`src/rtl/dlf_gain_shifter.sv`:
```
// rtl/dlf_gain_shifter.sv - registered DLF-to-VCO gain stage with rounding, saturation and gear-shift
//
// Purpose: selects an OUT_W-bit window of the unsigned loop-filter output by a
// programmable right shift. The window is rounded half-up or truncated, and it
// saturates when the shifted value does not fit. An optional auto gear mode
// raises the shift in steps after every GEAR_SAMPLES accepted samples, until
// the shift reaches gear_target.
//
// Ports:
//   clk, reset         clock; synchronous active-high reset
//   enable             low forces IDLE and clears the outputs
//   dlf_valid/dlf_out  input sample strobe and unsigned value
//   shift_req          manual shift, and the start shift for gear mode
//   shift_load         loads shift_req while in MANUAL
//   auto_gear          mode select, sampled when leaving IDLE
//   gear_target        final shift in gear mode
//   round_en           1 = round half up, 0 = truncate
//   vco_val/vco_valid  registered control word and its one-cycle strobe
//   cur_shift          active shift
//   sat                saturation flag, qualified by vco_valid
//   gear_done          high while in HOLD

module dlf_gain_shifter #(
    parameter int IN_W         = 12,
    parameter int OUT_W        = 5,
    parameter int SHIFT_W      = 3,
    parameter int GEAR_SAMPLES = 64
) (
    input  logic               clk,
    input  logic               reset,
    input  logic               enable,
    input  logic               dlf_valid,
    input  logic [IN_W-1:0]    dlf_out,
    input  logic [SHIFT_W-1:0] shift_req,
    input  logic               shift_load,
    input  logic               auto_gear,
    input  logic [SHIFT_W-1:0] gear_target,
    input  logic               round_en,
    output logic [OUT_W-1:0]   vco_val,
    output logic               vco_valid,
    output logic [SHIFT_W-1:0] cur_shift,
    output logic               sat,
    output logic               gear_done
);

    localparam int MAX_SHIFT = IN_W - OUT_W;
    // MAX_SHIFT may exceed what the shift fields can represent. In that case
    // no clamp is needed, so the limit is capped to the field range.
    localparam int SHIFT_FIELD_MAX = (1 << SHIFT_W) - 1;
    localparam int MAX_CAP = (MAX_SHIFT > SHIFT_FIELD_MAX) ? SHIFT_FIELD_MAX : MAX_SHIFT;
    localparam logic [SHIFT_W-1:0] MAX_SHIFT_V = SHIFT_W'(MAX_CAP);
    localparam int CNT_W = (GEAR_SAMPLES > 1) ? $clog2(GEAR_SAMPLES) : 1;
    localparam logic [CNT_W-1:0] CNT_LAST = CNT_W'(GEAR_SAMPLES - 1);

    typedef enum logic [1:0] {
        S_IDLE,
        S_MANUAL,
        S_GEAR,
        S_HOLD
    } state_t;

    function automatic logic [SHIFT_W-1:0] clamp_shift(input logic [SHIFT_W-1:0] s);
        return (s > MAX_SHIFT_V) ? MAX_SHIFT_V : s;
    endfunction

    state_t             state_q, state_d;
    logic [SHIFT_W-1:0] cur_shift_q, cur_shift_d;
    logic [CNT_W-1:0]   gear_cnt_q, gear_cnt_d;
    logic [OUT_W-1:0]   vco_val_q, vco_val_d;
    logic               vco_valid_q, vco_valid_d;
    logic               sat_q, sat_d;

    logic [SHIFT_W-1:0] use_shift;
    logic [SHIFT_W-1:0] target_c;
    logic               accept;
    logic [IN_W:0]      round_add;
    logic [IN_W:0]      sum;
    logic [IN_W:0]      q;
    logic               q_sat;

    always_comb begin
        state_d     = state_q;
        cur_shift_d = cur_shift_q;
        gear_cnt_d  = gear_cnt_q;
        vco_val_d   = vco_val_q;
        vco_valid_d = 1'b0;
        sat_d       = 1'b0;
        accept      = 1'b0;
        use_shift   = cur_shift_q;
        target_c    = clamp_shift(gear_target);
        round_add   = '0;
        sum         = '0;
        q           = '0;
        q_sat       = 1'b0;

        if (!enable) begin
            state_d   = S_IDLE;
            vco_val_d = '0;
        end else begin
            case (state_q)
                S_IDLE: begin
                    // Samples are not accepted in the cycle that leaves IDLE.
                    state_d     = auto_gear ? S_GEAR : S_MANUAL;
                    cur_shift_d = clamp_shift(shift_req);
                    gear_cnt_d  = '0;
                    vco_val_d   = '0;
                end
                S_MANUAL: begin
                    // A shift load in the same cycle as a sample applies to that sample.
                    if (shift_load) begin
                        use_shift   = clamp_shift(shift_req);
                        cur_shift_d = use_shift;
                    end
                    accept = dlf_valid;
                end
                S_GEAR: begin
                    // A sample that triggers a step still converts with the pre-step shift.
                    accept = dlf_valid;
                    if (dlf_valid) begin
                        if (gear_cnt_q == CNT_LAST) begin
                            gear_cnt_d = '0;
                            if (cur_shift_q < target_c) begin
                                cur_shift_d = cur_shift_q + 1'b1;
                            end
                        end else begin
                            gear_cnt_d = gear_cnt_q + 1'b1;
                        end
                    end
                    if (cur_shift_q >= target_c) begin
                        state_d = S_HOLD;
                    end
                end
                S_HOLD: begin
                    accept = dlf_valid;
                end
                default: begin
                    state_d = S_IDLE;
                end
            endcase
        end

        // The sum is one bit wider than dlf_out, so the rounding carry cannot be lost.
        if (round_en && (use_shift != '0)) begin
            round_add = {{IN_W{1'b0}}, 1'b1} << (use_shift - 1'b1);
        end
        sum   = {1'b0, dlf_out} + round_add;
        q     = sum >> use_shift;
        q_sat = |q[IN_W:OUT_W];

        if (accept) begin
            vco_val_d   = q_sat ? {OUT_W{1'b1}} : q[OUT_W-1:0];
            vco_valid_d = 1'b1;
            sat_d       = q_sat;
        end
    end

    always_ff @(posedge clk) begin
        if (reset) begin
            state_q     <= S_IDLE;
            cur_shift_q <= '0;
            gear_cnt_q  <= '0;
            vco_val_q   <= '0;
            vco_valid_q <= 1'b0;
            sat_q       <= 1'b0;
        end else begin
            state_q     <= state_d;
            cur_shift_q <= cur_shift_d;
            gear_cnt_q  <= gear_cnt_d;
            vco_val_q   <= vco_val_d;
            vco_valid_q <= vco_valid_d;
            sat_q       <= sat_d;
        end
    end

    assign vco_val   = vco_val_q;
    assign vco_valid = vco_valid_q;
    assign cur_shift = cur_shift_q;
    assign sat       = sat_q;
    assign gear_done = (state_q == S_HOLD);

endmodule

```
`config.mk`:
```
export PLATFORM = sky130hd
export DESIGN_NAME = dlf_gain_shifter
export DESIGN_NICKNAME = d
export VERILOG_FILES = /design/src/rtl/dlf_gain_shifter.sv
export SDC_FILE = /design/constraint.sdc
export NUM_CORES = 1
export LEC_CHECK = 0
export BUFFER_PORTS_ARGS = -buffer_cell sky130_fd_sc_hd__clkbuf_2
export CORE_AREA = 2 2 52 102
export DETAILED_ROUTE_END_ITERATION = 16
export DIE_AREA = 0 0 54 104
export GPL_ROUTABILITY_DRIVEN = 0
export PLACE_DENSITY_LB_ADDON = 0.08
export SYNTH_ARGS = -nofsm -noshare
export SYNTH_HDL_FRONTEND = slang
export SYNTH_SLANG_ARGS = --single-unit
```
`constraint.sdc`:
```
create_clock -name clk -period 8.8 [get_ports clk]
set_clock_uncertainty 0.05 [all_clocks]
set_input_delay 1.32 -clock clk [delete_from_list [all_inputs] [get_ports clk]]
set_output_delay 1.32 -clock clk [all_outputs]
set_load 0.05 [all_outputs]
```
==> results.txt, run 1 <==
The cell count after synthesis came out at 276. Before antenna repair, the detailed router went through 4 iterations. In this design, the stage delay of the slowest critical-path cell is 0.44 ns. Synthesis inferred 18 register bits. The worst setup path is launched from a primary input.

The via density per instance works out to 5.77. The run gives 0 as the antenna diode count. For this block, the initial DRC count from the detailed router was 44. The flow ran to the end, and the final reports show no timing, DRC or antenna violations. The die covers 5620 µm². The number of sinks handled by clock tree synthesis was 18. The worst hold path class is flop to flop. Commonest non-fill, non-tap cell in the layout: nand2_1.

Setup repair after global routing left no endpoint under its margin. In the layout the commonest cells are 36 x nand2_1, 35 x clkbuf_2, 27 x nor2_1. The number of I/O port buffers came out at 35.

The leakage power of the design came out at 0.997 nW. Dividing total power by cell area gives a power density of 119 nW/µm². The sequential area share after synthesis is 18.0%, and the peak supply drop is 0.0906 mV. STA puts the critical path data required time at 8.88 ns. The most instantiated flip-flop cell in the synthesis netlist is dfxtp_1. The worst slew margin relative to its limit was 33.9%. Across every metal layer, demand over resource in global routing totals 20.8%. The initial utilization of the core area, before any placement, comes to 41.1%. The layout overhead on the synthesized area came out at 14.2%.

Yosys mapped a number of flops with a built-in enable equal to 0. Clock-pin slew was measured on the worst setup and hold paths at 0.07 ns. For this design the top-level I/O count stands at 36.

The logs give 3.68 ns for the setup slack at placement and 2112 for the routed via count. The area of the core was 4860 µm². For the final routed database, the setup TNS stands at 0 ns.

With fillers left out, the area of the finished cells amounts to 2280 µm². At the worst endpoint, the arrival time is 4.92 ns. The number of buffers inserted by hold repair at cts came out at 0.

TritonCTS built the clock tree. In the synthesized netlist the async set-or-reset flop fraction comes to 0%. The minimum clock period was 4.84 ns.

The detail route stage leaves a number of antenna-violating nets equal to 0. The total wire length came out at 5480 µm. The tools report the clock root buffer as clkbuf_8. The run gives 0 as the number of antenna violations at the first check in global routing. Setup violations remaining at the end of the flow were counted as 0.

Least setup slack across all paths after layout: 3.96 ns. Once the clock tree was built, the resizer swapped 0 gates to a different size. For the number of remaining DRC errors, the log shows 0. The via count of the first global-routing pass came out at 2081. For the clock insertion delay at the later pin of the skew report, the log shows 0.26 ns. The fraction of the cycle the final worst path needs is 55.0%. The run gives 0 as the final max-slew violation count. The maximum fanout along the worst path works out to 9. The die is 54 µm wide. After detailed placement, the total cell area comes to 2230 µm². The logs give 0 for the final hold violation count and 1 for the H-tree depth. The critical path is of the primary input to flop type.

For the largest net degree at the start of global routing, the log shows 19. Walking the worst path, the cells encountered are clkbuf_2 -> nand3_4 -> mux2i_1 -> nand2_1 -> nor2b_1 -> ha_1 -> inv_1 -> fa_1 -> nand2b_1 -> a21oi_1 -> o21ai_2 -> a211o_1 -> a2111oi_2 -> nand3_1 -> o21ai_2 -> nand3_1. For the number of buffers added by the clock tree synthesis step, the log shows 3.

Once detailed placement completed, the half-perimeter wirelength came to 4540 µm. The share of final-layout standard cells stronger than drive strength 1 works out to 15.5%. Multi-input logic area: 1570 µm². Yosys printed 0 warnings.

The run gives 2000 µm² as the post-synthesis cell area. The initialized floorplan defines 36 standard-cell rows. The slowest stage of the critical path belongs to the cell mux2i_1. The run gives 207 MHz as the top achievable clock speed. The transition time at the pin with the least slew margin was 0.964 ns; the net count reported at finish was 354. The tools report the max-cap violation count as 0. The sequential cells in the finished layout cover a total of 360 µm². The overflow left after global routing came out at 0. The run gives 48 as the count of different cell masters after synthesis. The net count after synthesis was 320; the overall die height was 104 µm.

In this run the deepest clock path goes through 2 buffers. The count of fill cells added during filler insertion came out at 521. The kind of end point of the critical path is a flop. The average cell area after synthesis is 7.24 µm².

After detailed routing, the average wire length per cell comes to 15.0 µm. The first global-routing pass estimated 9070 µm of wire. The number of buffers added for setup after CTS was 0.
[critical path, delay by kind of cell]
| kind | cells | cell delay [ns] |
|---|---|---|
| mux | 1 | 0.44 |
| buf+inv | 2 | 0.21 |
| fa+ha+maj | 2 | 0.61 |
| compound gates | 5 | 1.40 |
| simple gates | 6 | 0.91 |
[power breakdown]
| group | switching, mW | internal, mW | total (mW) |
|---|---|---|---|
| registers | 0.00466 | 0.0850 | 0.0897 |
| clock network | 0.0292 | 0.0398 | 0.0690 |
| logic | 0.0710 | 0.0414 | 0.112 |
[sequential cells by signal, summed over array words and instances, names as in the netlist]
signal	cells
vco_valid	1
sat	1
cur_shift	3
vco_val	5
state_q	2
gear_cnt_q	6
[per-stage QoR]
| stage | hold WS (ns) | power [mW] | util, % | cells |
|---|---|---|---|---|
| 2_1_floorplan | 0.440 | 0.172 | - | 276 |
| 3_3_place_gp | 0.410 | 0.204 | 45.8 | 362 |
| 3_5_place_dp | 0.427 | 0.203 | 45.8 | 362 |
| 4_1_cts | 0.437 | 0.272 | 46.9 | 366 |
| 5_1_grt | 0.467 | 0.290 | 46.9 | 366 |
| 6_report | 0.429 | 0.271 | 46.9 | 366 |
[layer usage]
metal | track usage (%) | share of wire [%] | up-vias | wire length, µm
li1 | - | - | 1075 | -
met3 | 1.58 | 2.0 | 8 | 109
met1 | 18.9 | 37 | 995 | 2040
met5 | 0 | 0 | - | 0
met4 | 7.68 | 2.4 | 0 | 130
met2 | 42.4 | 58 | 34 | 3200
[worst paths after layout]
check | startpoint | end | slack [ns] | depth (start not counted)
min reg2reg | vco_val[2] | vco_val[2] | 0.43 | 2
max reg2reg | state_q[1] | vco_val[1] | 4.45 | 17
max | enable | vco_val[1] | 3.96 | 16
min | vco_val[2] | vco_val[2] | 0.43 | 2
[Yosys cell counts (2+ instances only)]
| master | count | area [µm²] |
|---|---|---|
| o211ai_1 | 6 | 45.0 |
| mux2i_1 | 8 | 80.1 |
| a211oi_1 | 4 | 30.0 |
| xnor2_1 | 7 | 61.3 |
| inv_1 | 12 | 45.0 |
| and2_1 | 3 | 18.8 |
| clkbuf_1 | 7 | 26.3 |
| nand3b_1 | 2 | 15.0 |
| a22oi_1 | 5 | 37.5 |
| o21ai_0 | 18 | 90.1 |
| or3_1 | 5 | 31.3 |
| a211o_1 | 3 | 26.3 |
| a21o_1 | 2 | 15.0 |
| dfxtp_1 | 18 | 360 |
| nand3_1 | 14 | 70.1 |
| o21ai_2 | 2 | 17.5 |
| nand4_1 | 3 | 18.8 |
| ha_1 | 18 | 225 |
| nand2b_1 | 7 | 43.8 |
| a32oi_1 | 4 | 35.0 |
| nor2b_1 | 7 | 43.8 |
| nor2_1 | 27 | 101 |
| nor3b_1 | 2 | 15.0 |
| and3_1 | 2 | 12.5 |
| xor2_1 | 4 | 35.0 |
| nand2_1 | 36 | 135 |
| mux2_2 | 2 | 22.5 |
| nor3_1 | 10 | 50.1 |
| a221oi_1 | 2 | 17.5 |
| a21oi_1 | 18 | 90.1 |
[layout make-up]
type                            instances  area share [%]
Multi-Input combinational cell        239            68.7
Tap cell                               57            3.13
Inverter                               12            1.97
Clock buffer                            4            2.41
Sequential cell                        18            15.8
Timing Repair Buffer                   36            8.01
[kinds of logic after synthesis]
kind of cell | Yosys count | share of synthesized area (%)
DFF | 18 | 18.0
buffers and inverters | 19 | 3.57
muxes | 11 | 5.89
other | 1 | 0.188
xor gates and xnor gates | 11 | 4.82
AOI/OAI and AO/OA | 76 | 25.7
adders and majority gates | 19 | 12.3
and+or+nand+nor | 121 | 29.5
No activity file was read; power rests on OpenSTA's default activity.
==> inputs of run 2 (changes only) <==
- ABC_AREA: default -> 1
- CORE_AREA: 2 2 52 102 -> 2 2 52 103
- DIE_AREA: 0 0 54 104 -> 0 0 54 105
- clock period: 8.8 -> 3.94 ns (I/O delays scaled with it)
==> results.txt, run 2 <==
The max-cap violation count is 0 (unchanged), and the proportion of register bits with asynchronous set or reset after synthesis is 0% (unchanged). The overall die height works out to 105 µm (+0.96%). In the post-synthesis netlist, the biggest area contributors are dfxtp_1 18%, nand2_1 16%, nand3_1 12%. The violation count after the first detailed-routing iteration came out at 47 (+6.8%). Setup repair after global routing left no endpoint under its margin. The tools report the instance count of the mapped netlist as 334 (+21%).

For the final hold slack, the log shows 0.421 ns (-0.00835 ns). The run gives 18 (unchanged) as the number of sinks handled by clock tree synthesis. The worst setup path is launched from a flop.

The synthesis-stage register bit count works out to 18 (unchanged). The slowest stage of the critical path belongs to the cell fa_1. Number of I/O port buffers: 35 (unchanged). The clock edge transition at the registers on the reported setup and hold paths is 0.08 ns (about the same), and the via density per instance is 5.15 (-11%). TritonCTS built the clock tree. The routed length per placed instance was 12.7 µm (-15%); the maximum fanout along the worst path was 6 (-3).

Counting I/O delays and the setup requirement, the final critical path takes 3.50 ns. The delay of the slowest critical-path stage is 0.40 ns (-0.04 ns), and the clock insertion delay at the later pin of the skew report is 0.26 ns (about the same). The net count reported at finish was 418 (+18%). Area of the core: 4860 µm² (unchanged). The library cell occupying the most area in the post-synthesis netlist is dfxtp_1. The total negative slack is 0 ns (unchanged). The run finished with clean final reports.

Among all cell types in the netlist, the one instantiated most often is nand2_1. The clock root buffer was clkbuf_8. The number of iterations in the first detailed-routing pass is 4 (unchanged), and the first-pass GRT wire length is 9060 µm (about the same).

The count of endpoints failing setup in the final report is 0 (unchanged), and the cell row count is 36 (unchanged). The kind of end point of the critical path is a flop. The ratio of total power to cell area is 280 nW/µm² (+140%). The tools report the global-route total usage across every layer as 21.0% (+0.17 points). By count the netlist is led by 85 x nand2_1, 48 x nand3_1, 43 x inv_1.

For the leakage power of the design, the log shows 1.24 nW (+24%). The layout overhead on the synthesized area is 14.7%, and the average cell area after synthesis is 6.09 µm² (-16%). The tools report the via count of the first global-routing pass as 2206 (+6.0%).

The logs give 0 (unchanged) for the residual antenna-violating net count after detailed routing and 0 (unchanged) for the final hold violation count. For the setup slack at placement, the log shows 0.231 ns (-3.45 ns). Post-synthesis cell area: 2030 µm² (+1.8%). The library cell used most frequently in the layout, excluding fill and tap cells, is nand2_1.

By instance count, the cell type seen most on the critical path is nand2_1. For the H-tree depth, the log shows 1 (unchanged). The overflow left after global routing was 0 (unchanged); the transition time at the pin with the least slew margin was 0.940 ns (-0.0242 ns). The number of antenna violations at the first check in global routing was 0 (unchanged); the maximum root-to-sink buffer count was 2 (unchanged). Static timing analysis puts the maximum clock frequency at 286 MHz.

The final max-slew violation count came out at 0 (unchanged). The count of different cell masters after synthesis was 41 (-15%); the share of Yosys cell area claimed by the top area cell type was 17.7% (-0.32 points). The tools report the I/O pin count as 36 (unchanged). The run gives 3 (unchanged) as the number of buffers added by the clock tree synthesis step.

The tightest min-delay check is of the flop to flop type. The run gives 0.197 mV (+120%) as the peak supply drop. The end-of-flow core utilization was 48.0% (+1.1 points); the number of flip-flops in the largest register was 6 (unchanged). The full die area is 5670 µm² (+0.96%).

For the effective utilization at floorplan, the log shows 41.8% (+0.75 points). The antenna diode count is 0 (unchanged), and the number of enable flip-flop cells after synthesis is 0 (unchanged). Number of remaining DRC errors: 0 (unchanged).

The run gives 3.59 ns (-1.33 ns) as the data arrival time at the worst-slack endpoint. The register bank with the most flops is gear_cnt_q. The share of final-layout standard cells stronger than drive strength 1 is 18.8% (+3.2 points). The tools report the total wire length as 5450 µm (-0.58%).

Among all flip-flop cells after synthesis, the most frequent one is dfxtp_1. The die boundary width is 54 µm (unchanged), and the required arrival time at the worst endpoint is 4.03 ns (-4.85 ns). Leaving out fill and tap cells, the most frequent cells in the layout are 85 x nand2_1, 48 x nand3_1, 43 x inv_1, 35 x clkbuf_2, 28 x nor2_1. The run gives 17.7% (-0.32 points) as the sequential area share after synthesis. For the net count after synthesis, the log shows 378 (+18%). The largest net degree at the start of global routing is 15 (-4), and the HPWL after detailed placement is 4740 µm (+4.6%). The fraction of the cycle the final worst path needs is 88.9%. The run gives 36.8% (+2.9 points) as the worst slew margin relative to its limit. The number of warnings reported in the yosys synthesis log came out at 0 (unchanged). The logs give 0.439 ns (-3.52 ns) for the least setup slack across all paths after layout and 2214 (+4.8%) for the routed via count. The category of the most critical setup path is flop to flop.
-- run 2: cell types whose count changed after synthesis, moves of 5 or more --
cell,delta
nand2_1,+49
nand3_1,+34
inv_1,+31
mux2i_1,-8
nand2b_1,-7
nor2b_1,-7
o21ai_0,-7
clkbuf_1,-6
nand2_2,+6
inv_2,+5
nor3_1,-5
o211ai_1,-5
or3_1,-5
xnor2_1,-5
-- run 2: final cells by class --
cell class,count,area (µm²)
fill,558,2530
multi-input combinational,261,1440
sequential,18,360
timing repair buffer,41,220
inverter,49,189
tap,57,71.3
clock buffer,4,55.1
-- run 2: repair_timing --
| item | 4_1_cts | 5_1_grt |
|---|---|---|
| resized for setup | 0 | 3 |
| hold buffers | 0 | 0 |
| setup endpoints to repair | 0 | 6 |
| buffers inserted | 0 | 2 |
-- run 2: kinds of logic (layout without fill, tap and decap cells) --
kind of cell / Yosys count / in the layout / synth area share (%)
buffers and inverters: 55 / 94 / 11.9
AOI/OAI and AO/OA: 51 / 51 / 15.9
other: 1 / 1 / 0.184
adders and majority gates: 19 / 19 / 12.1
xor gates and xnor gates: 3 / 3 / 1.29
and+or+nand+nor: 187 / 187 / 40.9
DFF: 18 / 18 / 17.7
-- run 2: critical path: cells and delay by family (launching register included) --
family	cells	cell delay [ns]
compound gates	1	0.19
flops	1	0.39
simple gates	18	1.51
fa+ha+maj	3	0.83
buf+inv	6	0.42
-- run 2: worst paths after layout --
check / startpoint / endpoint / slack (ns) / cells past startpoint
setup / recovery: state_q[1] / vco_val[1] / 0.44 / 28
setup reg to reg: state_q[1] / vco_val[1] / 0.44 / 28
hold / removal: vco_val[4] / vco_val[4] / 0.42 / 2
hold reg to reg: vco_val[4] / vco_val[4] / 0.42 / 2
-- run 2: power breakdown --
part	switching, mW	internal, mW
logic	0.192	0.105
registers	0.0100	0.191
clock network	0.0660	0.0888
-- run 2: per-layer routing --
metal  part of all wire, %  vias to the layer above  track usage (%)
met1                    34                      991             16.9
met5                     0                        -                0
met4                   3.2                        0             9.11
met2                    61                       28             44.8
met3                   1.4                       10            0.857
li1                      -                     1185                -
-- run 2: through the flow --
| stage | power [mW] | std cells | cell area, µm² |
|---|---|---|---|
| floorplan | 0.430 | 334 | 2030 |
| global placement | 0.499 | 424 | 2260 |
| detailed placement | 0.498 | 424 | 2260 |
| CTS | 0.653 | 428 | 2310 |
| global route | 0.699 | 430 | 2330 |
| finish | 0.653 | 430 | 2330 |
